$ cat config.mk
export PLATFORM = sky130hd
export DESIGN_NAME = tof_fw_mem_arbiter
export DESIGN_NICKNAME = d
export VERILOG_FILES = /design/src/rtl/tof_fw_mem_arbiter.sv
export SDC_FILE = /design/constraint.sdc
export NUM_CORES = 1
export LEC_CHECK = 0
export ABC_CLOCK_PERIOD_IN_PS = 4000
export CAP_MARGIN = 20
export CORE_ASPECT_RATIO = 0.9
export CORE_MARGIN = 8
export CORE_UTILIZATION = 42
export CTS_CLUSTER_DIAMETER = 50
export DETAILED_ROUTE_END_ITERATION = 10
export PLACE_DENSITY = 0.82
export RECOVER_POWER = 25
export SYNTH_ARGS = -nofsm -noshare
export SYNTH_HDL_FRONTEND = slang
export SYNTH_SLANG_ARGS = --single-unit
$ cat constraint.sdc
create_clock -name clk -period 4 [get_ports clk]
set_clock_uncertainty 0.15 [all_clocks]
set_input_delay 0.6 -clock clk [delete_from_list [all_inputs] [get_ports clk]]
set_output_delay 0.6 -clock clk [all_outputs]
set_load 0.1 [all_outputs]
$ cat src/rtl/tof_fw_mem_arbiter.sv
// Round-robin arbiter that shares one fixed-latency firmware memory between
// NB_OF_SENSORS requesters, with bounded per-grant bursts.
module tof_fw_mem_arbiter #(
    parameter int unsigned NB_OF_SENSORS = 8,
    parameter int unsigned ADDR_W        = 17,
    parameter int unsigned DATA_W        = 16,
    parameter int unsigned MEM_LATENCY   = 1,
    parameter int unsigned MAX_BURST     = 16
) (
    input  logic                             clk,
    input  logic                             reset,
    input  logic [NB_OF_SENSORS-1:0]         req,
    input  logic [NB_OF_SENSORS*ADDR_W-1:0]  addr_in,
    output logic [NB_OF_SENSORS-1:0]         gnt,
    output logic [NB_OF_SENSORS-1:0]         rd_valid,
    output logic [DATA_W-1:0]                rd_data,
    output logic [ADDR_W-1:0]                mem_addr,
    output logic                             mem_en,
    input  logic [DATA_W-1:0]                mem_dout,
    output logic                             busy
);

    localparam int unsigned IDX_W   = (NB_OF_SENSORS > 1) ? $clog2(NB_OF_SENSORS) : 1;
    localparam int unsigned BURST_W = $clog2(MAX_BURST + 1);
    localparam int unsigned LAT_W   = $clog2(MEM_LATENCY + 1);

    typedef enum logic [1:0] {IDLE, ISSUE, WAIT, DONE} state_t;

    state_t               state, state_nxt;
    logic [IDX_W-1:0]     idx, idx_nxt;
    logic [IDX_W-1:0]     last_idx, last_idx_nxt;
    logic [BURST_W-1:0]   burst, burst_nxt, burst_inc;
    logic [LAT_W-1:0]     lat_cnt, lat_nxt;
    logic [NB_OF_SENSORS-1:0] gnt_nxt, rd_valid_nxt;
    logic [DATA_W-1:0]    rd_data_nxt;
    logic [ADDR_W-1:0]    mem_addr_nxt;
    logic                 mem_en_nxt, busy_nxt;
    logic [IDX_W-1:0]     rr_pick;
    logic [ADDR_W-1:0]    addr_arr [NB_OF_SENSORS];

    always_comb begin
        for (int i = 0; i < int'(NB_OF_SENSORS); i++) begin
            addr_arr[i] = addr_in[i*ADDR_W +: ADDR_W];
        end
    end

    // First requester at or after last_idx+1, wrapping around.
    always_comb begin
        int unsigned cand;
        logic        found;
        rr_pick = '0;
        found   = 1'b0;
        cand    = 0;
        for (int unsigned k = 0; k < NB_OF_SENSORS; k++) begin
            cand = 32'(last_idx) + 1 + k;
            if (cand >= NB_OF_SENSORS) begin
                cand = cand - NB_OF_SENSORS;
            end
            if (!found && req[IDX_W'(cand)]) begin
                rr_pick = IDX_W'(cand);
                found   = 1'b1;
            end
        end
    end

    // Outputs are registered from next-state values so that mem_en/mem_addr are
    // on the bus during ISSUE and rd_valid during DONE; the address is therefore
    // taken on the edge entering ISSUE.
    always_comb begin
        state_nxt    = state;
        idx_nxt      = idx;
        last_idx_nxt = last_idx;
        burst_nxt    = burst;
        lat_nxt      = lat_cnt;
        gnt_nxt      = gnt;
        rd_valid_nxt = '0;
        rd_data_nxt  = rd_data;
        mem_addr_nxt = mem_addr;
        mem_en_nxt   = 1'b0;
        burst_inc    = burst + BURST_W'(1);

        case (state)
            IDLE: begin
                if (|req) begin
                    idx_nxt      = rr_pick;
                    gnt_nxt      = NB_OF_SENSORS'(1) << rr_pick;
                    mem_en_nxt   = 1'b1;
                    mem_addr_nxt = addr_arr[rr_pick];
                    state_nxt    = ISSUE;
                end
            end
            ISSUE: begin
                lat_nxt   = LAT_W'(MEM_LATENCY);
                state_nxt = WAIT;
            end
            WAIT: begin
                if (lat_cnt == LAT_W'(1)) begin
                    rd_data_nxt  = mem_dout;
                    rd_valid_nxt = gnt;
                    state_nxt    = DONE;
                end else begin
                    lat_nxt = lat_cnt - LAT_W'(1);
                end
            end
            DONE: begin
                if (req[idx] && (burst_inc < BURST_W'(MAX_BURST))) begin
                    burst_nxt    = burst_inc;
                    mem_en_nxt   = 1'b1;
                    mem_addr_nxt = addr_arr[idx];
                    state_nxt    = ISSUE;
                end else begin
                    gnt_nxt      = '0;
                    last_idx_nxt = idx;
                    burst_nxt    = '0;
                    state_nxt    = IDLE;
                end
            end
            default: state_nxt = IDLE;
        endcase

        busy_nxt = (state_nxt != IDLE);
    end

    always_ff @(posedge clk or negedge reset) begin
        if (!reset) begin
            state    <= IDLE;
            idx      <= '0;
            last_idx <= IDX_W'(NB_OF_SENSORS - 1);
            burst    <= '0;
            lat_cnt  <= '0;
            gnt      <= '0;
            rd_valid <= '0;
            rd_data  <= '0;
            mem_addr <= '0;
            mem_en   <= 1'b0;
            busy     <= 1'b0;
        end else begin
            state    <= state_nxt;
            idx      <= idx_nxt;
            last_idx <= last_idx_nxt;
            burst    <= burst_nxt;
            lat_cnt  <= lat_nxt;
            gnt      <= gnt_nxt;
            rd_valid <= rd_valid_nxt;
            rd_data  <= rd_data_nxt;
            mem_addr <= mem_addr_nxt;
            mem_en   <= mem_en_nxt;
            busy     <= busy_nxt;
        end
    end

endmodule

==> qor.log <==
[status] result of the run finished, violations left
[status] violations in the final reports max-capacitance violations, max-slew violations, negative setup slack
[sta] worst-case headroom to the max-slew limit -30.7%
[setup_path] category of the worst setup path capture point flip-flop
[setup_path] Worst EP arrival 4180 ps
[final_layout] diode insertion count for antenna repair 0
[die] # rows 41
[setup_path] largest incremental delay on the critical path 530 ps
[yosys] portion of the post-synthesis area used by sequential elements 26.8%
[clock_tree] clock slew at reported path FFs 60 ps
[yosys] cell with the most instances after synthesis mux2i_1
[clock_tree] clock buffers created by TritonCTS 9
[yosys] EDFF count, synth 0
[place] HPWL after detailed placement 17200 microns
[drt] ANT nets after route 0
[yosys] top cells by count, synth mux2i_1, dfrtp_1, nor2_1, mux4_2, nand2_1
[setup_path] critical path cell sequence inv_2 > ha_4 > buf_12 > mux2_4 > or2_0 > mux4_2 > a211oi_2 > nand3b_1 > o2bb2ai_4 > buf_12 > buf_12 > buf_6 > mux2_4 > a2111oi_4 > nor2_1
[sta] number of endpoints failing setup at the final stage 13
[drt] routed length per instance 22.8 microns
[drt] Pre-antenna DRT Iters 4
[setup_path] Critical Path Fanout Max 6
[sta] final critical path time including I/O delays and setup 4130 ps
[setup_path] standard cell with the maximum stage delay on the critical path dfstp_2
[place] GP Congestion 0.920
[sta] highest attainable clock frequency 242 MHz
[final_layout] layout cell share with drive strength beyond 1 31.4%
[drt] via-per-instance ratio 5.95
[sta] number of max-slew violations in the final report 39
[yosys] Netlist cell types 63
[sta] period utilization 103%
[die] area of the die 18600 sq um
[clock_tree] TritonCTS clock tree done
[die] I/O pins 213
[clock_tree] number of sinks driven by the clock tree 65
[yosys] Cell Area, Synth 6090 sq um
[clock_tree] Clock Tree Root clkbuf_16
[global_route] wire length of the first global-routing pass 35300 microns
[yosys] synthesized flop and latch total 65
[sta] total negative slack for setup checks -813 ps
[clock_tree] Bufs on Longest Clock Path 2
[yosys] prevailing post-synth register cell dfrtp_1
[global_route] antenna violations before repair 1
[place] placed cell area 8830 sq um
[yosys] mean cell area of the mapped netlist 10.8 sq um
[yosys] Synth top area share 25.5%
[global_route] via count of the first global-routing pass 6805
[drt] DR iter-0 viols 375
[place] number of port buffers 212
[sta] number of hold violations in the final report 0
[yosys] Mapped Cells 563
[yosys] Synth area leaders dfrtp_1, mux4_2, mux2i_1, mux2_2, mux2_4
[die] Initial Utilization 43.1%
[setup_path] Worst Path Class, Setup reg -> reg
[drt] drc violations 0
[global_route] final global-route overflow total 0
[setup_path] sort of element at the start of the critical path flip-flop
[clock_tree] H-tree level count 3
[drt] drt total wl 23700 microns
[final_layout] Layout Cell Area excl Fill 9940 sq um
[setup_path] required time of the worst setup path 4050 ps
[hold_path] Hold WC Path Type reg -> reg
[setup_path] most frequent CP cell buf_12
[sta] actual transition at the worst max-transition pin 1960 ps
[yosys] Synthesis Warnings 0
[die] Die Span Y 130 microns
[yosys] fraction of registers with async set or reset after synthesis 100%
[setup_path] Largest delay share family, worst path multiplexers
[global_route] GRT Total Usage 24.3%
[die] floorplan core area 14100 sq um
[drt] vias after detailed routing 6179
[sta] final worst-path setup slack -129 ps
[global_route] largest net degree at the start of global routing 47
[final_layout] Synth-to-Final Area Change 63.3%
[setup_path] sum of buffers and inverters on the critical path 5
[final_layout] number of nets at the end of the flow 1011
[sta] setup repair after global routing missed its margin yes
[yosys] cell type with the largest total area after synthesis dfrtp_1
[die] die extent in x 143 microns
[yosys] post-synth net total 733
[flow_run] max-cap check violation count 1
[clock_tree] source-to-sink clock delay at the later pin of the worst-skew pair 330 ps
## sequential cells by signal, indices dropped and copies added (netlist names), 2 cells and up
| register | cells |
|---|---|
| idx | 3 |
| gnt | 8 |
| state | 2 |
| burst | 5 |
| mem_addr | 17 |
| rd_valid | 8 |
| rd_data | 16 |
| last_idx | 3 |
## repair_timing
| action | 4_1_cts | 5_1_grt |
|---|---|---|
| setup endpoints to repair | 18 | 20 |
| pin swaps | 16 | 35 |
| hold endpoints to repair | 0 | 6 |
| setup buffers | 16 | 10 |
| gates resized for setup | 32 | 45 |
| hold buffers | 0 | 1 |
| gates cloned | 3 | 2 |
## metal layers
metal / wire length (microns) / global-route usage [%] / part of all wire, %
met1: 8930 / 27.6 / 38
met4: 817 / 10.2 / 3.5
met3: 1640 / 4.45 / 6.9
met5: 11 / 0 / 0.047
met2: 12300 / 44.2 / 52
## metrics by stage
step	instances	hold slack [ps]	util (%)	worst slack [ps]
final	1039	355	70.4	-129
after global routing	1039	378	70.4	-205
after CTS	1027	321	67.9	-40.1
after detailed placement	992	345	62.6	-226
after global placement	992	325	62.6	-140
after floorplan	563	154	-	6.14
## worst paths after layout
path                           endpoint  slack [ps]         from  depth (start not counted)
max                        mem_addr[11]        -130  last_idx[0]                         15
min                          rd_data[4]         350   rd_data[4]                          1
min reg2reg                  rd_data[4]         350   rd_data[4]                          1
max in group asynchronous        idx[0]         770        reset                          3
min in group asynchronous        mem_en         600        reset                          2
max reg2reg                mem_addr[11]        -130  last_idx[0]                         15
## worst reg2reg max path: cells and delay by family, from the launching register on
family	cells	cell delay, ps
adders and majority gates	1	310
and+or+nand+nor	3	480
AOI/OAI and AO/OA	3	840
muxes	3	1130
buffers and inverters	5	590
DFF	1	530
## cells by family (layout without fill, tap and decap cells)
kind of cell / count (synthesis) / after routing / synth area share (%)
AO/OA/AOI/OAI: 113 / 113 / 15.0
multiplexers: 174 / 174 / 39.7
adder cells (fa/ha/maj): 8 / 8 / 1.64
buffers and inverters: 54 / 337 / 4.65
XOR/XNOR: 7 / 7 / 1.60
flip-flops: 65 / 65 / 26.8
AND/OR/NAND/NOR: 142 / 142 / 10.7
## cell usage in the layout (no fill, tap or decap), drive strengths merged, types with 3 or more instances in the layout
| cell | n |
|---|---|
| or2 | 6 |
| o22ai | 16 |
| o32ai | 16 |
| a211oi | 4 |
| o21ai | 26 |
| mux2 | 47 |
| and3 | 12 |
| xor2 | 3 |
| a2111oi | 15 |
| clkdlybuf4s50 | 211 |
| nand3 | 4 |
| dfstp | 3 |
| inv | 10 |
| mux2i | 83 |
| mux4 | 44 |
| nand2 | 35 |
| nor2 | 60 |
| buf | 96 |
| a21oi | 10 |
| a31oi | 3 |
| nor3 | 6 |
| nand2b | 10 |
| clkbuf | 14 |
| ha | 8 |
| dfrtp | 62 |
| a221o | 4 |
## area by class of cell
cell class	instances	area, sq um
multi-input combinational	444	4560
timing repair buffer	312	3140
clock inverter	6	90.1
sequential	65	1630
tap	193	241
inverter	9	33.8
fill	939	4170
clock buffer	10	239
Power is not shown: default switching activity piles up to over one toggle a cycle in this logic, so the estimate is an artifact.
